### src/rtl/vm_coin_payer.sv
// vm_coin_payer: feeds coins from a latched budget into the vending machine and
// repeats purchases while the budget lasts, checking every vend and change pulse.
module vm_coin_payer #(
  parameter int PRICE_HALF = 5,
  parameter int GAP        = 1,
  parameter int TIMEOUT    = 4,
  parameter int CNT_W      = 8
) (
  input  logic             sys_clk,
  input  logic             sys_rst_n,
  input  logic             start,
  input  logic [3:0]       num_one,
  input  logic [3:0]       num_half,
  input  logic             po_beverage,
  input  logic             po_money,
  output logic             pi_money_one,
  output logic             pi_money_half,
  output logic             busy,
  output logic             done,
  output logic             err,
  output logic [CNT_W-1:0] bev_cnt,
  output logic [CNT_W-1:0] change_cnt
);
  typedef enum logic [2:0] {IDLE, CHECK, COIN, GAP_WAIT, VEND_WAIT, FINISH} state_t;
  state_t     state;
  logic [3:0] ones, halves;
  logic [4:0] paid, pb, owed, paid_nxt;
  logic [5:0] value;
  logic [7:0] gcnt, tmr;
  logic       bought, pick_one, emit;
  // a purchase starts from zero paid, so CHECK picks its coin against an empty ledger
  always_comb begin
    pb       = (state == CHECK) ? '0 : paid;
    owed     = 5'(PRICE_HALF) - pb;
    pick_one = (owed >= 5'd2 && ones != 4'd0) || halves == 4'd0;
    paid_nxt = pb + (pick_one ? 5'd2 : 5'd1);
    value    = {1'b0, ones, 1'b0} + {2'b0, halves};
    emit     = (state == CHECK && value >= 6'(PRICE_HALF)) ||
               (state == COIN && paid < 5'(PRICE_HALF) && GAP == 0) ||
               (state == GAP_WAIT && gcnt == 8'(GAP - 1));
  end
  always_ff @(posedge sys_clk) begin
    if (!sys_rst_n) begin
      state         <= IDLE;
      ones          <= '0;
      halves        <= '0;
      paid          <= '0;
      gcnt          <= '0;
      tmr           <= '0;
      bought        <= 1'b0;
      pi_money_one  <= 1'b0;
      pi_money_half <= 1'b0;
      busy          <= 1'b0;
      done          <= 1'b0;
      err           <= 1'b0;
      bev_cnt       <= '0;
      change_cnt    <= '0;
    end else begin
      pi_money_one  <= emit && pick_one;
      pi_money_half <= emit && !pick_one;
      done          <= 1'b0;
      if (emit) begin
        paid <= paid_nxt;
        if (pick_one) ones <= ones - 4'd1;
        else halves <= halves - 4'd1;
      end
      case (state)
        IDLE: if (start) begin
          ones   <= num_one;
          halves <= num_half;
          err    <= 1'b0;
          busy   <= 1'b1;
          bought <= 1'b0;
          state  <= CHECK;
        end
        CHECK: if (emit) state <= COIN;
        else begin
          if (!bought) err <= 1'b1;
          busy  <= 1'b0;
          done  <= 1'b1;
          state <= FINISH;
        end
        COIN: if (paid >= 5'(PRICE_HALF)) begin
          tmr   <= '0;
          state <= VEND_WAIT;
        end else if (GAP != 0) begin
          gcnt  <= '0;
          state <= GAP_WAIT;
        end
        GAP_WAIT: if (emit) state <= COIN;
        else gcnt <= gcnt + 8'd1;
        VEND_WAIT: if (po_beverage) begin
          bev_cnt <= bev_cnt + CNT_W'(1);
          if (po_money) change_cnt <= change_cnt + CNT_W'(1);
          if (po_money != (paid == 5'(PRICE_HALF + 1))) err <= 1'b1;
          bought <= 1'b1;
          state  <= CHECK;
        end else begin
          if (po_money) err <= 1'b1;
          if (tmr == 8'(TIMEOUT - 1)) begin
            err   <= 1'b1;
            busy  <= 1'b0;
            done  <= 1'b1;
            state <= FINISH;
          end else tmr <= tmr + 8'd1;
        end
        FINISH: state <= IDLE;
        default: state <= IDLE;
      endcase
    end
  end
endmodule

### config.mk
export PLATFORM = sky130hd
export DESIGN_NAME = vm_coin_payer
export DESIGN_NICKNAME = d
export VERILOG_FILES = /design/src/rtl/vm_coin_payer.sv
export SDC_FILE = /design/constraint.sdc
export NUM_CORES = 1
export LEC_CHECK = 0
export BUFFER_PORTS_ARGS = -buffer_cell sky130_fd_sc_hd__buf_4
export CORE_AREA = 2 2 78 80
export CTS_BUF_LIST = sky130_fd_sc_hd__clkbuf_8 sky130_fd_sc_hd__clkbuf_16
export DETAILED_ROUTE_END_ITERATION = 6
export DIE_AREA = 0 0 80 82
export PLACE_DENSITY = 0.69
export SLEW_MARGIN = 20
export SYNTH_ARGS = -nofsm -noshare
export SYNTH_HDL_FRONTEND = slang
export SYNTH_SLANG_ARGS = --single-unit
### constraint.sdc
create_clock -name sys_clk -period 4.5 [get_ports sys_clk]
set_input_delay 0.45 -clock sys_clk [delete_from_list [all_inputs] [get_ports sys_clk]]
set_output_delay 0.45 -clock sys_clk [all_outputs]
set_load 0.02 [all_outputs]
==> flow_metrics.tcl, run 1 <==
set metrics [dict create \
    max_slew.worst_pin.slew_ns 0.975 \
    cts_post_setup_buffers_inserted 0 \
    flow.area_growth_from_synthesis_pct 14.4 \
    rows 28 \
    routed_wire_length_per_instance_um 12.8 \
    seqPwrFrac 0.425 \
    yosysSeqAreaShare 0.387 \
    setup_viol 0 \
    synth_cell_types 55 \
    crit_chain "ha_1 -> inv_1 -> fa_1 -> a211oi_1 -> o21ai_0 -> o21ai_2 -> a21oi_4 -> mux2_2 -> a21oi_1" \
    switching_power_w 0.000598 \
    final-seq-area_um2 1080 \
    worst_clock_skew_ns 0.00550 \
    layout.cells.most_common_list "sky130_fd_sc_hd__dfxtp_1 (54), sky130_fd_sc_hd__nor2_1 (51), sky130_fd_sc_hd__buf_4 (34)" \
    cts_max_level 2 \
    internal_power_w 0.000913 \
    max_clock_freq_ghz 0.383 \
    timing.reg2reg.worst_path_depth 9 \
    worst-endpoint-arrival_ns 2.85 \
    post_cts.resized_instances 0 \
    avgSynthCellArea_um2 8.52 \
    relSlewSlack 0.341 \
    instance_count_along_the_most_critical_hold_path 3 \
    layout.cells.most_common "sky130_fd_sc_hd__dfxtp_1" \
    drtAntennaViolNets 0 \
    first_global_vias 2155 \
    min_period_over_period 0.580 \
    die-width_um 80 \
    end_kind "flip-flop" \
    clock_tree.root_cell "sky130_fd_sc_hd__clkbuf_8" \
    final_core_occ 0.556 \
    tritoncts.num_buffers 5 \
    worstSkewPairLatency_ns 0.31 \
    post_cts_hold_buffer_count 0 \
    die_h_um 82 \
    multi_input_area_um2 1640 \
    slowest_delay_ns 0.56 \
    coreArea_um2 5750 \
    worst-endpoint-required_ns 4.74 \
    mappedNetlistArea_um2 2790 \
    critical_path.startpoint_type "flip-flop" \
    pwr-share-comb 0.400 \
    fill_cells 553 \
    first_pass_iters 4 \
    cpMaxStageDelayCell "sky130_fd_sc_hd__o21ai_2" \
    cts_buffer_depth 2 \
    insertedDiodeCount 0 \
    start_util 0.486 \
    port-buffer-count 33 \
    design.portCount 34 \
    setup.worst_path.class "flip-flop to flip-flop" \
    max-cap-violations 0 \
    grt_max_degree 32 \
    cellPowerDensity_nw_per_um2 473 \
    fin_tns_setup_ns 0 \
    global_route_wire_length_before_repair_um 9540 \
    netlist_instances 328 \
    hpwlAfterDp_um 4030 \
    routed_via_density 5.36 \
    clockPowerShare 0.175 \
    worst_min_path_class "primary input to flip-flop" \
    finalWorstSetupSlack_ns 1.89 \
    synth_enable_flop_cells 0 \
    async_reset_ff_frac 0 \
    timing.final.max_slew_violations 0 \
    synth_warnings 0 \
    dr_total_vias 2328 \
    syn_nets 353 \
    finalWirelength_um 5570 \
    clock_sink_count 54 \
    grt_antenna_before_repair 0 \
    p_leak_nw 1.26 \
    detailedRoute.firstIterationViolations 60 \
    grt_remaining_overflow 0 \
    netSwitchingFraction 0.396 \
    max-vdd-ir-drop_mv 0.347 \
    finish.net_count 384 \
    clock_pin_slew_reported_for_the_worst_setup_and_hold_paths_after_clock_tree_synthesis_ns 0.10 \
    synth-main-ff-cell "sky130_fd_sc_hd__dfxtp_1" \
    clock_tree_from_tritoncts "done" \
    critPathMaxFanout 14 \
    floorplan_die_area_um2 6560 \
    final.min_clock_period_ns 2.61 \
    gr-usage-all-layers 0.181 \
    finalHoldViolCount 0 \
    rsz0062_at_grt "no" \
    count_of_unresolved_drc_violations_after_routing 0 \
    status "finished clean" \
    dpl_worst_slack_ns 1.59 \
    gp_congestion 0.860 \
    drive_above_1_share 0.175 \
    synth-seq-cells 54 \
]
-- Yosys cell counts (2+ instances only) --
cell type | count | area, um^2
sky130_fd_sc_hd__dfxtp_1 | 54 | 1080
sky130_fd_sc_hd__nor2_1 | 51 | 191
sky130_fd_sc_hd__a21oi_1 | 22 | 110
sky130_fd_sc_hd__nand2_1 | 21 | 78.8
sky130_fd_sc_hd__xor2_1 | 18 | 158
sky130_fd_sc_hd__o21ai_0 | 15 | 75.1
sky130_fd_sc_hd__ha_1 | 11 | 138
sky130_fd_sc_hd__inv_1 | 11 | 41.3
sky130_fd_sc_hd__nand3_1 | 11 | 55.1
sky130_fd_sc_hd__nor3_1 | 11 | 55.1
sky130_fd_sc_hd__xnor2_1 | 11 | 96.3
sky130_fd_sc_hd__and3_1 | 9 | 56.3
sky130_fd_sc_hd__nand4_1 | 9 | 56.3
sky130_fd_sc_hd__clkbuf_1 | 7 | 26.3
sky130_fd_sc_hd__a211oi_1 | 6 | 45.0
sky130_fd_sc_hd__and2_1 | 4 | 25.0
sky130_fd_sc_hd__nand3b_1 | 4 | 30.0
sky130_fd_sc_hd__a31oi_1 | 3 | 18.8
sky130_fd_sc_hd__buf_2 | 3 | 15.0
sky130_fd_sc_hd__nor3b_1 | 3 | 22.5
sky130_fd_sc_hd__a21oi_4 | 2 | 32.5
sky130_fd_sc_hd__and4_1 | 2 | 17.5
sky130_fd_sc_hd__mux2_2 | 2 | 22.5
sky130_fd_sc_hd__mux2i_1 | 2 | 20.0
sky130_fd_sc_hd__o211ai_1 | 2 | 15.0
sky130_fd_sc_hd__o21a_1 | 2 | 15.0
sky130_fd_sc_hd__o21ai_1 | 2 | 10.0
sky130_fd_sc_hd__or2_2 | 2 | 12.5
sky130_fd_sc_hd__or3_1 | 2 | 12.5
-- critical path, delay by kind of cell, from the launching register on --
kind	cells	cell delay, ns
AOI/OAI and AO/OA	5	1.23
adders and majority gates	2	0.56
buffers and inverters	1	0.05
DFF	1	0.40
muxes	1	0.30
-- registers in the layout, summed over array words and instances (netlist names) --
register	flops
state	3
pi_money_one	1
done	1
tmr	8
halves	4
bought	1
paid	5
change_cnt	8
ones	4
pi_money_half	1
gcnt	8
err	1
bev_cnt	8
busy	1
-- power by group through the flow --
stage | clock (W) | combinational [W] | sequential (W)
6_report | 0.000264 | 0.000605 | 0.000642
4_1_cts | 0.000276 | 0.000605 | 0.000641
3_3_place_gp | 0 | 0.000590 | 0.000652
2_1_floorplan | 0 | 0.000485 | 0.000628
3_5_place_dp | 0 | 0.000602 | 0.000652
5_1_grt | 0.000293 | 0.000693 | 0.000654
-- cell families (layout without fill, tap and decap cells) --
family,after synthesis,in the layout,share of synthesized area
AOI/OAI and AO/OA,65,65,0.152
adders and majority gates,12,12,0.0564
muxes,4,4,0.0152
xor gates and xnor gates,29,29,0.0909
DFF,54,54,0.387
and+or+nand+nor,143,143,0.269
buffers and inverters,21,52,0.0296
-- final cells by class --
| class | instances | share of cell area |
|---|---|---|
| clock buffer | 5 | 0.0215 |
| timing repair buffer | 34 | 0.0799 |
| tap | 75 | 0.0294 |
| clock inverter | 2 | 0.00470 |
| sequential | 54 | 0.338 |
| multi-input combinational | 253 | 0.513 |
| inverter | 11 | 0.0129 |
-- stage by stage --
stage	power [W]	area (um^2)	hold slack (ns)	instances
after global placement	0.00124	3110	0.473	427
after detailed placement	0.00125	3110	0.492	427
after CTS	0.00152	3190	0.415	434
after global routing	0.00164	3200	0.437	434
final	0.00151	3200	0.420	434
after floorplan	0.00111	2790	0.457	328
-- metal layers --
layer | vias up | track usage | part of all wire
li1 | 1213 | - | -
met1 | 1080 | 0.237 | 0.48
met2 | 30 | 0.311 | 0.48
met3 | 5 | 0.0374 | 0.031
met4 | 0 | 0.0356 | 0.0074
met5 | - | 0 | 0
-- final timing paths --
| kind | from | endpoint | slack (ns) |
|---|---|---|---|
| min | num_half[0] | halves[0] | 0.42 |
| min reg2reg | change_cnt[1] | change_cnt[1] | 0.51 |
| max reg2reg | ones[0] | ones[1] | 1.89 |
| max | ones[0] | ones[1] | 1.89 |
(Power assumes the default switching activity.)
==> run 2, diff against run 1 <==
--- a/config.mk
+++ b/config.mk
@@ -5,12 +5,13 @@
 export SDC_FILE = /design/constraint.sdc
 export NUM_CORES = 1
 export LEC_CHECK = 0
+export ABC_AREA = 1
 export BUFFER_PORTS_ARGS = -buffer_cell sky130_fd_sc_hd__buf_4
-export CORE_AREA = 2 2 78 80
+export CORE_AREA = 2 2 82 84
 export CTS_BUF_LIST = sky130_fd_sc_hd__clkbuf_8 sky130_fd_sc_hd__clkbuf_16
 export DETAILED_ROUTE_END_ITERATION = 6
-export DIE_AREA = 0 0 80 82
-export PLACE_DENSITY = 0.69
+export DIE_AREA = 0 0 84 86
+export PLACE_DENSITY = 0.68
 export SLEW_MARGIN = 20
 export SYNTH_ARGS = -nofsm -noshare
 export SYNTH_HDL_FRONTEND = slang
==> constraint.sdc (replaced) <==
create_clock -name sys_clk -period 2.54 [get_ports sys_clk]
set_input_delay 0.254 -clock sys_clk [delete_from_list [all_inputs] [get_ports sys_clk]]
set_output_delay 0.254 -clock sys_clk [all_outputs]
set_load 0.02 [all_outputs]
==> run 2 against run 1 <==
  * Wire length up 22%
  * Design area up 8.3%
  * Sequential power up 74%
  * Register-to-register slack worse by 1.5 ns
  * Maximum frequency up 20%
  * Critical path type unchanged
  * Largest cell class unchanged
==> flow_metrics.tcl, run 2 <==
set metrics [dict create \
    status "finished clean" \
    die-width_um 84 \
    mappedNetlistArea_um2 3050 \
    worst_min_path_class "primary input to flip-flop" \
    netlist_instances 465 \
    final.min_clock_period_ns 2.18 \
    worst-endpoint-arrival_ns 2.41 \
    end_kind "flip-flop" \
    grt_remaining_overflow 0 \
    final_core_occ 0.551 \
    first_global_vias 2627 \
    design.portCount 34 \
    layout.cells.most_common_list "sky130_fd_sc_hd__nand2_1 (106), sky130_fd_sc_hd__inv_1 (64), sky130_fd_sc_hd__nor2_1 (54), sky130_fd_sc_hd__dfxtp_1 (54), sky130_fd_sc_hd__a21oi_1 (40)" \
    dpl_worst_slack_ns 0.215 \
    clock_tree_from_tritoncts "done" \
    worstSkewPairLatency_ns 0.32 \
    p_leak_nw 1.55 \
    hpwlAfterDp_um 5000 \
    critPathMaxFanout 14 \
    fin_tns_setup_ns 0 \
    async_reset_ff_frac 0 \
    routed_via_density 5.07 \
    min_period_over_period 0.858 \
    gp_congestion 0.828 \
    layout.cells.most_common "sky130_fd_sc_hd__nand2_1" \
    finalWorstSetupSlack_ns 0.360 \
    grt_antenna_before_repair 0 \
    clock_tree.root_cell "sky130_fd_sc_hd__clkbuf_8" \
    yosys.area.top_type_share 0.355 \
    synth-seq-cells 54 \
    insertedDiodeCount 0 \
    worst-endpoint-required_ns 2.77 \
    worst_clock_skew_ns 0.0119 \
    finalHoldViolCount 0 \
    drive_above_1_share 0.134 \
    max_slew.worst_pin.slew_ns 0.567 \
    clock_pin_slew_reported_for_the_worst_setup_and_hold_paths_after_clock_tree_synthesis_ns 0.11 \
    max_clock_freq_ghz 0.459 \
    first_pass_iters 7 \
    yosysSeqAreaShare 0.355 \
    count_of_unresolved_drc_violations_after_routing 0 \
    critical_path.startpoint_type "flip-flop" \
    routed_wire_length_per_instance_um 11.8 \
    timing.final.max_slew_violations 0 \
    floorplan_die_area_um2 7220 \
    synth_enable_flop_cells 0 \
    gr-usage-all-layers 0.193 \
    max-vdd-ir-drop_mv 0.588 \
    flow.area_growth_from_synthesis_pct 13.5 \
    cellPowerDensity_nw_per_um2 844 \
    synth-main-ff-cell "sky130_fd_sc_hd__dfxtp_1" \
    cts_buffer_depth 2 \
    finish.net_count 524 \
    setup.worst_path.class "flip-flop to flip-flop" \
    start_util 0.486 \
    post_cts_hold_buffer_count 0 \
    grt_max_degree 31 \
    tritoncts.num_buffers 5 \
    max-cap-violations 0 \
    relSlewSlack 0.621 \
    dr_total_vias 2925 \
    coreArea_um2 6280 \
    cts_max_level 2 \
    finalWirelength_um 6820 \
    clock_sink_count 54 \
    synth_warnings 0 \
    detailedRoute.firstIterationViolations 93 \
    post_synth_most_frequent_cells "sky130_fd_sc_hd__nand2_1 (107), sky130_fd_sc_hd__inv_1 (64), sky130_fd_sc_hd__dfxtp_1 (54), sky130_fd_sc_hd__nor2_1 (54), sky130_fd_sc_hd__a21oi_1 (40)" \
    global_route_wire_length_before_repair_um 11600 \
    die_h_um 86 \
    setup_viol 0 \
    port-buffer-count 33 \
    rows 29 \
    yosysMostFrequentCell "sky130_fd_sc_hd__nand2_1" \
    cts_post_setup_buffers_inserted 0 \
    avgSynthCellArea_um2 6.55 \
    syn_nets 490 \
    rsz0062_at_grt "no" \
    synth_cell_types 31 \
    drtAntennaViolNets 0 \
    cell_type_with_the_highest_aggregate_area_in_the_netlist "sky130_fd_sc_hd__dfxtp_1" \
    top_cells_by_area_synth "sky130_fd_sc_hd__dfxtp_1 (35%), sky130_fd_sc_hd__nand2_1 (13%), sky130_fd_sc_hd__inv_1 (7.9%), sky130_fd_sc_hd__nor2_1 (6.7%), sky130_fd_sc_hd__a21oi_1 (6.6%)" \
]
[run 2: changes by cell type after synthesis, moves of 9 or more]
| cell | change |
|---|---|
| sky130_fd_sc_hd__nand2_1 | +86 |
| sky130_fd_sc_hd__xnor2_1 | -9 |
| sky130_fd_sc_hd__inv_1 | +53 |
| sky130_fd_sc_hd__a21oi_1 | +18 |
| sky130_fd_sc_hd__and3_1 | -9 |
| sky130_fd_sc_hd__o21ai_0 | +10 |
| sky130_fd_sc_hd__xor2_1 | -13 |
| sky130_fd_sc_hd__nand3_1 | +28 |
[run 2: final cells by class]
cell class	count	area, um^2
Fill cell	633	2820
Multi-Input combinational cell	333	1670
Sequential cell	54	1080
Inverter	71	267
Timing Repair Buffer	34	255
Tap cell	77	96.3
Clock buffer	5	68.8
Clock inverter	3	21.3
[run 2: power by group]
part / internal (W) / total, W / leakage [nW] / switching (W)
Clock: 0.000195 / 0.000504 / 0.0441 / 0.000309
Sequential: 0.000979 / 0.00112 / 0.438 / 0.000136
Combinational: 0.000449 / 0.00130 / 1.07 / 0.000853
[run 2: cell families after synthesis]
kind of cell,synth area share
xor gates and xnor gates,0.0201
buffers and inverters,0.0977
DFF,0.355
AOI/OAI and AO/OA,0.120
adders and majority gates,0.0517
and+or+nand+nor,0.356
[run 2: worst max-delay path, cell delays in order (launching register included)]
cell	delay, ns
sky130_fd_sc_hd__dfxtp_1	0.39
sky130_fd_sc_hd__ha_1	0.19
sky130_fd_sc_hd__inv_1	0.06
sky130_fd_sc_hd__fa_1	0.43
sky130_fd_sc_hd__nor2_1	0.12
sky130_fd_sc_hd__nor2_1	0.05
sky130_fd_sc_hd__nand2_1	0.08
sky130_fd_sc_hd__nand2_2	0.12
sky130_fd_sc_hd__nand2_2	0.25
sky130_fd_sc_hd__inv_1	0.14
sky130_fd_sc_hd__nand2_1	0.08
sky130_fd_sc_hd__nand3_1	0.07
sky130_fd_sc_hd__nand2_1	0.08
sky130_fd_sc_hd__inv_1	0.03
[run 2: worst paths after layout]
path	start	endpoint	slack, ns	depth (start not counted)
max	ones[0]	halves[3]	0.36	13
min	num_one[2]	ones[2]	0.22	3
max reg2reg	ones[0]	halves[3]	0.36	13
min reg2reg	bought	bought	0.47	2
[run 2: through the flow]
step / hold WS (ns) / std cells / area, um^2 / total power, W
floorplan: 0.439 / 465 / 3050 / 0.00211
global placement: 0.453 / 569 / 3370 / 0.00240
detailed placement: 0.456 / 569 / 3370 / 0.00242
CTS: 0.228 / 577 / 3460 / 0.00293
global route: 0.261 / 577 / 3460 / 0.00317
finish: 0.220 / 577 / 3460 / 0.00292
[run 2: timing repair]
action,CTS,global route
hold endpoints to repair,0,0
resized for setup,0,1
setup endpoints to repair,0,4
[run 2: metal layers]
metal  global-route usage  part of all wire
met3               0.0443             0.041
met1                0.255              0.49
met5                    0                 0
met4               0.0528            0.0087
met2                0.319              0.46
